[src/rtl/lcd_pixel_framer.sv]
// Normalises the PPU pixel stream to exactly WIDTH pixels per line for the LCD write side.
// Optional LCD_FRAMER_STATS_EN adds frame/error statistics counters.
module lcd_pixel_framer #(
  parameter int unsigned WIDTH  = 160,
  parameter int unsigned HEIGHT = 144,
  parameter int unsigned DW     = 15
) (
  input  logic          clk,
  input  logic          reset_n,
  input  logic          ce,
  input  logic          in_valid,
  input  logic [DW-1:0] in_data,
  input  logic [1:0]    in_mode,
  input  logic          lcd_on,
  input  logic          is_gbc,
  output logic          out_clkena,
  output logic [DW-1:0] out_data,
  output logic [1:0]    out_mode,
  output logic          out_on,
  output logic          frame_done,
  output logic          err_short,
  output logic          err_long
`ifdef LCD_FRAMER_STATS_EN
  ,
  output logic [15:0]   frame_cnt,
  output logic [7:0]    short_cnt,
  output logic [7:0]    long_cnt
`endif
);

  localparam int unsigned XW = $clog2(WIDTH);
  localparam int unsigned YW = $clog2(HEIGHT + 1);
  localparam logic [XW-1:0] XLast = XW'(WIDTH - 1);
  localparam logic [YW-1:0] YMax  = YW'(HEIGHT);

  typedef enum logic [1:0] {StOff, StSkip, StActive, StPad} state_e;

  state_e        state_q, state_d;
  logic          pad_skip_q, pad_skip_d;
  logic [XW-1:0] x_q, x_d;
  logic [YW-1:0] y_q, y_d;
  logic          full_q, full_d;
  logic [1:0]    mode_q;

  logic          clkena_q, clkena_d;
  logic [DW-1:0] data_q, data_d;
  logic [1:0]    omode_q;
  logic          on_q;
  logic          fdone_q, fdone_d;
  logic          short_q, long_q;

  logic          mode_edge, vb_entry, hb_entry, start_pad, running, x_last;
  logic          accept, pad_emit, short_ev, long_ev;
  logic [DW-1:0] blank;

  assign mode_edge = in_mode != mode_q;
  assign vb_entry  = mode_edge && (in_mode == 2'b01);
  assign hb_entry  = mode_edge && (in_mode == 2'b00);
  assign start_pad = hb_entry && !full_q && (x_q != '0);
  assign running   = (state_q == StSkip) || (state_q == StActive);
  assign x_last    = x_q == XLast;
  assign blank     = is_gbc ? '1 : '0;

  // A pixel is taken only on a quiet cycle of an open, in-frame line.
  assign accept   = running && lcd_on && in_valid && !vb_entry && !start_pad &&
                    (in_mode != 2'b01) && !full_q && (y_q < YMax);
  assign pad_emit = (state_q == StPad) && lcd_on && !vb_entry;
  assign long_ev  = lcd_on && in_valid && (state_q != StOff) && !accept;
  assign short_ev = lcd_on && (state_q != StOff) &&
                    ((vb_entry && (y_q < YMax)) || (running && !vb_entry && start_pad));

  always_ff @(posedge clk or negedge reset_n) begin
    if (!reset_n) begin
      state_q    <= StOff;
      pad_skip_q <= 1'b0;
      x_q        <= '0;
      y_q        <= '0;
      full_q     <= 1'b0;
      mode_q     <= 2'b00;
      clkena_q   <= 1'b0;
      data_q     <= '0;
      omode_q    <= 2'b00;
      on_q       <= 1'b0;
      fdone_q    <= 1'b0;
      short_q    <= 1'b0;
      long_q     <= 1'b0;
    end else if (ce) begin
      state_q    <= state_d;
      pad_skip_q <= pad_skip_d;
      x_q        <= x_d;
      y_q        <= y_d;
      full_q     <= full_d;
      mode_q     <= in_mode;
      clkena_q   <= clkena_d;
      data_q     <= data_d;
      omode_q    <= in_mode;
      on_q       <= lcd_on;
      fdone_q    <= fdone_d;
      short_q    <= short_q | short_ev;
      long_q     <= long_q | long_ev;
    end
  end

  always_comb begin
    state_d    = state_q;
    pad_skip_d = pad_skip_q;
    x_d        = x_q;
    y_d        = y_q;
    full_d     = full_q;
    case (state_q)
      StOff: begin
        if (lcd_on) state_d = StSkip;
      end
      StSkip, StActive: begin
        if (vb_entry) begin
          x_d     = '0;
          y_d     = '0;
          full_d  = 1'b0;
          state_d = StActive;
        end else if (start_pad) begin
          state_d    = StPad;
          pad_skip_d = state_q == StSkip;
        end else begin
          if (hb_entry) full_d = 1'b0;
          if (accept) begin
            if (x_last) begin
              x_d    = '0;
              y_d    = y_q + 1'b1;
              full_d = 1'b1;
            end else begin
              x_d = x_q + 1'b1;
            end
          end
        end
      end
      StPad: begin
        if (vb_entry) begin
          x_d     = '0;
          y_d     = '0;
          full_d  = 1'b0;
          state_d = StActive;
        end else if (x_last) begin
          x_d     = '0;
          y_d     = y_q + 1'b1;
          full_d  = 1'b0;
          state_d = pad_skip_q ? StSkip : StActive;
        end else begin
          x_d = x_q + 1'b1;
        end
      end
      default: state_d = StOff;
    endcase
    // Switching the LCD off overrides everything; sticky errors are left alone.
    if (!lcd_on) begin
      state_d = StOff;
      x_d     = '0;
      y_d     = '0;
      full_d  = 1'b0;
    end
  end

  always_comb begin
    clkena_d = accept || pad_emit;
    data_d   = data_q;
    if (accept) data_d = (state_q == StSkip) ? blank : in_data;
    else if (pad_emit) data_d = blank;
    fdone_d = lcd_on && (state_q != StOff) && vb_entry;
  end

  assign out_clkena = clkena_q;
  assign out_data   = data_q;
  assign out_mode   = omode_q;
  assign out_on     = on_q;
  assign frame_done = fdone_q;
  assign err_short  = short_q;
  assign err_long   = long_q;

`ifdef LCD_FRAMER_STATS_EN
  logic [15:0] frame_cnt_q;
  logic [7:0]  short_cnt_q, long_cnt_q;

  always_ff @(posedge clk or negedge reset_n) begin
    if (!reset_n) begin
      frame_cnt_q <= '0;
      short_cnt_q <= '0;
      long_cnt_q  <= '0;
    end else if (ce) begin
      if (fdone_d) frame_cnt_q <= frame_cnt_q + 16'd1;
      if (short_ev && (short_cnt_q != 8'hFF)) short_cnt_q <= short_cnt_q + 8'd1;
      if (long_ev && (long_cnt_q != 8'hFF)) long_cnt_q <= long_cnt_q + 8'd1;
    end
  end

  assign frame_cnt = frame_cnt_q;
  assign short_cnt = short_cnt_q;
  assign long_cnt  = long_cnt_q;
`endif

endmodule

[config.mk]
export PLATFORM = sky130hd
export DESIGN_NAME = lcd_pixel_framer
export DESIGN_NICKNAME = d
export VERILOG_FILES = /design/src/rtl/lcd_pixel_framer.sv
export SDC_FILE = /design/constraint.sdc
export NUM_CORES = 1
export LEC_CHECK = 0
export ABC_AREA = 1
export ABC_CLOCK_PERIOD_IN_PS = 2300
export BUFFER_PORTS_ARGS = -buffer_cell sky130_fd_sc_hd__buf_2
export CAP_MARGIN = 40
export CORE_MARGIN = 2
export CORE_UTILIZATION = 56
export CTS_CLUSTER_SIZE = 25
export DETAILED_ROUTE_END_ITERATION = 8
export GPL_TIMING_DRIVEN = 1
export PLACE_DENSITY = 0.86
export SKIP_LAST_GASP = 1
export SYNTH_ARGS = -nofsm -noshare
export SYNTH_HDL_FRONTEND = slang
export SYNTH_SLANG_ARGS = --single-unit
[constraint.sdc]
create_clock -name clk -period 2.3 [get_ports clk]
set_input_delay 0.115 -clock clk [delete_from_list [all_inputs] [get_ports clk]]
set_output_delay 0.115 -clock clk [all_outputs]
set_load 0.05 [all_outputs]
==> impl_summary.txt <==
----------------------------------------------------
[Setup path]
  Largest stage delay on the critical path ... ~0.42 ns
  RR Startpoint ... x_q[0]$_DFFE_PN0P_
  Maximum net fanout on the critical path ... 17
  Critical path cell sequence ... inv_1 > ha_1 > nand2_1 > nor2_1 > nor2_1 > nand2_2 > nand2_2 > nand2_2 > nand2_4 > clkinv_2 > nand2_1 > nand2_1
  Critical Path Sink Type ... flip-flop
  Cell type of the slowest stage on the worst timing path ... sky130_fd_sc_hd__dfrtp_1
  Critical Path AT ... ~2.2 ns
  Crit start category ... flip-flop
  Required time worst endpoint ... approximately 2.5 ns
  Category of the most critical setup path ... flip-flop to flip-flop
  Capturing point of the worst reg2reg path ... out_data[12]$_DFFE_PN0P_
  FF-to-FF setup slack ... ~0.28 ns
  Reg2Reg Depth ... 12

[Placed design]
  Post-detail-place hpwl ... around 4500 µm
  GPL Wtd Cong ... just over 0.9
  Port buffer count ... 44

[Global routing]
  Vias in the first global route ... between 2000 and 2500
  Global route overflow ... 0
  All-layer global routing usage ... about a quarter
  Global-route wire length before repair ... around 10000 µm
  Initial antenna violation count ... 0
  Largest net degree at the start of global routing ... 23

[Floorplan]
  Die Ht ... around 70 µm
  Boundary Pins ... 45
  Full die area ... around 0.0052 mm²
  Chip Width ... approximately 72 µm
  Initial core utilization ... about three fifths
  Number of rows in the core area ... 24
  Core region area ... approximately 0.0044 mm²

[Synth]
  Top cell type's share of synthesized area ... 40.8%
  Combined area of all synthesized cells ... between 0.002 and 0.003 mm²
  Cell type with the highest aggregate area in the netlist ... sky130_fd_sc_hd__dfrtp_1
  Count of flip-flops with a built-in enable after synthesis ... 0
  Post-synthesis sequential element count ... 42
  Mean cell area of the mapped netlist ... 6.84 µm²
  Count of yosys warnings during synthesis ... 0
  Top FF cell, synth ... sky130_fd_sc_hd__dfrtp_1
  Area contributors post-synth ... sky130_fd_sc_hd__dfrtp_1 (41%), sky130_fd_sc_hd__nand2_1 (25%), sky130_fd_sc_hd__nand3_1 (7.6%), sky130_fd_sc_hd__inv_1 (4.5%), sky130_fd_sc_hd__nor2_1 (3.5%)
  Cell count after synthesis ... approximately 380
  Seq/Total Area, Yosys ... between 40 and 50%
  Proportion of register bits with asynchronous set or reset after synthesis ... 100%
  Netlist cell types ... 30
  Post-Syn Nets ... 405

[Timing]
  Minimum clock period ... between 2 and 2.5 ns
  F_max ... 0.494 GHz
  Worst-case clock skew ... 0.00694 ns
  Max-slew headroom ... between 60% and 70%
  RSZ-0062 raised after global routing ... no
  Measured slew at the worst slew-check pin ... 0.506 ns
  Max-slew violations ... 0
  Portion of the clock cycle consumed by the worst path in the final layout ... 88.0%
  Endpoints failing setup ... 0
  Final hold viol count ... 0
  Setup TNS ... 0 ns

[Pwr]
  Power Density ... 1090 mW/mm²
  Max IR drop VDD ... about 0.00081 V
  Overall Power ... between 3000 and 4000 µW
  LEAKAGE ... approximately 0.0017 µW

[Status]
  Status ... completed

[Detailed routing]
  Total wire length ... 6060 µm
  Total vias in the final route ... between 2000 and 3000
  Avg Vias per Cell ... 5.27
  Post-detailed-route DRC marker count ... 0
  First-pass iteration count of the detailed router ... 5
  WL/cell ... 12.7 µm
  Count of nets left with antenna violations after detail routing ... 0
  Iteration-0 DRC Markers ... roughly 170

[Clock tree]
  Clock edge transition at the registers on the reported setup and hold paths ... around 0.08 ns
  Number of sinks driven by the clock tree ... 42
  CTS tree ... done
  Buffers from clock root to sink, at most ... 2
  Clk Tree Root Cell ... sky130_fd_sc_hd__clkbuf_8
  CTS Buf Count ... 5
  Clk Latency, worst-skew pair ... 0.29 ns
  CTS H-tree depth ... 2
  Setup bufs post-CTS ... 0

[Min path]
  Hold Path Class ... input port to flip-flop
  Worst Hold Path EP ... err_long$_DFFE_PN0P_
  Hold path startpoint ... in_valid
  Hold Crit Depth ... 2

[Layout]
  Layout overhead on the synthesized area ... 15.2%
  Antenna Diode Count ... 0
  Proportion of layout cells with a drive suffix above 1 ... approximately 17%
  Number of nets in the layout ... between 400 and 500

[Run]
  Max Cap Violations ... 0

----------------------------------------------------
[kinds of logic (layout without fill, tap and decap cells)]
logic type      Yosys count  count (layout)  share of synthesized area [%]
flops                    42              42                           40.8
compound gates           17              17                           4.38
buf+inv                  43              92                           6.85
xor+xnor                  3               3                           1.02
simple gates            265             265                           44.0
fa+ha+maj                 6               6                           2.92
[cell usage in the layout (no fill, tap or decap), types with 3 or more instances in the layout]
cell and count:
sky130_fd_sc_hd__nand2_2 6, sky130_fd_sc_hd__a21oi_1 4, sky130_fd_sc_hd__nand2_1 171, sky130_fd_sc_hd__buf_2 44
sky130_fd_sc_hd__ha_1 6, sky130_fd_sc_hd__nor2_1 24, sky130_fd_sc_hd__o21ai_0 8, sky130_fd_sc_hd__buf_4 5
sky130_fd_sc_hd__dfrtp_1 42, sky130_fd_sc_hd__nand3_1 39, sky130_fd_sc_hd__clkbuf_8 5, sky130_fd_sc_hd__nand4_1 11
sky130_fd_sc_hd__clkinv_2 3, sky130_fd_sc_hd__nor3_1 6, sky130_fd_sc_hd__inv_1 31
[synth_stat cells, types with 2 or more instances]
cell and instances:
sky130_fd_sc_hd__inv_1 31, sky130_fd_sc_hd__o21ai_0 8, sky130_fd_sc_hd__nor3_1 6, sky130_fd_sc_hd__dfrtp_1 42, sky130_fd_sc_hd__nand2_4 2, sky130_fd_sc_hd__nor3b_1 2
sky130_fd_sc_hd__inv_2 2, sky130_fd_sc_hd__nand2_1 171, sky130_fd_sc_hd__nor2_1 24, sky130_fd_sc_hd__nand4_1 11, sky130_fd_sc_hd__nand3_1 39, sky130_fd_sc_hd__xnor2_1 2
sky130_fd_sc_hd__clkbuf_1 5, sky130_fd_sc_hd__nand2_2 6, sky130_fd_sc_hd__ha_1 6, sky130_fd_sc_hd__buf_2 2, sky130_fd_sc_hd__a21oi_1 4
[layer usage]
| metal | vias up | global-route usage (%) | part of all wire [%] |
|---|---|---|---|
| met2 | 59 | 41.5 | 49 |
| met3 | 7 | 4.50 | 5.2 |
| met4 | 0 | 9.22 | 1.1 |
| met5 | - | 0 | 0 |
| met1 | 1165 | 32.6 | 44 |
| li1 | 1283 | - | - |
[per-stage QoR]
step                std cells  area (µm²)  hold slack [ns]  utilization [%]  setup WS (ns)
detailed placement        469        2880            0.109             65.6          0.311
finish                    477        2970           0.0918             67.6          0.276
global route              477        2970           0.0858             67.6         0.0844
global placement          468        2850            0.301             65.0          0.376
CTS                       477        2970           0.0868             67.6          0.296
floorplan                 376        2570           -0.181                -          0.315
[timing repair]
action,CTS,global route
gates resized for setup,0,0
hold buffers,1,0
endpoints found under the hold margin,20,0
[sequential cells by signal (all words and copies together) (netlist names)]
signal      flops
out_data       15
x_q             8
y_q             8
out_mode        2
state_q         2
err_long        1
err_short       1
frame_done      1
full_q          1
out_clkena      1
out_on          1
pad_skip_q      1
[critical path: cells and delay by family (launching register included)]
kind,cells,cell delay [ns]
AND/OR/NAND/NOR,9,1.00
flip-flops,1,0.42
buffers and inverters,2,0.29
adder cells (fa/ha/maj),1,0.19
[power breakdown]
part,internal (µW),total [µW],switching (µW),leakage (µW)
clock network,204,446,242,0.0000438
logic,439,1670,1230,0.00112
registers,963,1120,160,0.000549
total,1610,3240,1640,0.00171
[worst max-delay path by stage]
stage,startpoint,to,slack (ns),cells after the start
floorplan,out_mode[0]$_DFFE_PN0P_,out_data[10]$_DFFE_PN0P_,0.32,10
global placement,x_q[0]$_DFFE_PN0P_,out_data[12]$_DFFE_PN0P_,0.38,12
detailed placement,x_q[0]$_DFFE_PN0P_,out_data[12]$_DFFE_PN0P_,0.31,12
CTS,x_q[0]$_DFFE_PN0P_,out_data[12]$_DFFE_PN0P_,0.30,12
global route,x_q[0]$_DFFE_PN0P_,out_data[7]$_DFFE_PN0P_,0.08,12
finish,x_q[0]$_DFFE_PN0P_,out_data[12]$_DFFE_PN0P_,0.28,12
[final cells by class]
type,instances,area (µm²)
fill,381,1420
multi-input combinational,291,1350
sequential,42,1050
timing repair buffer,51,295
inverter,34,129
clock buffer,5,68.8
tap,52,65.1
clock inverter,2,10.0
(Power assumes the default switching activity.)
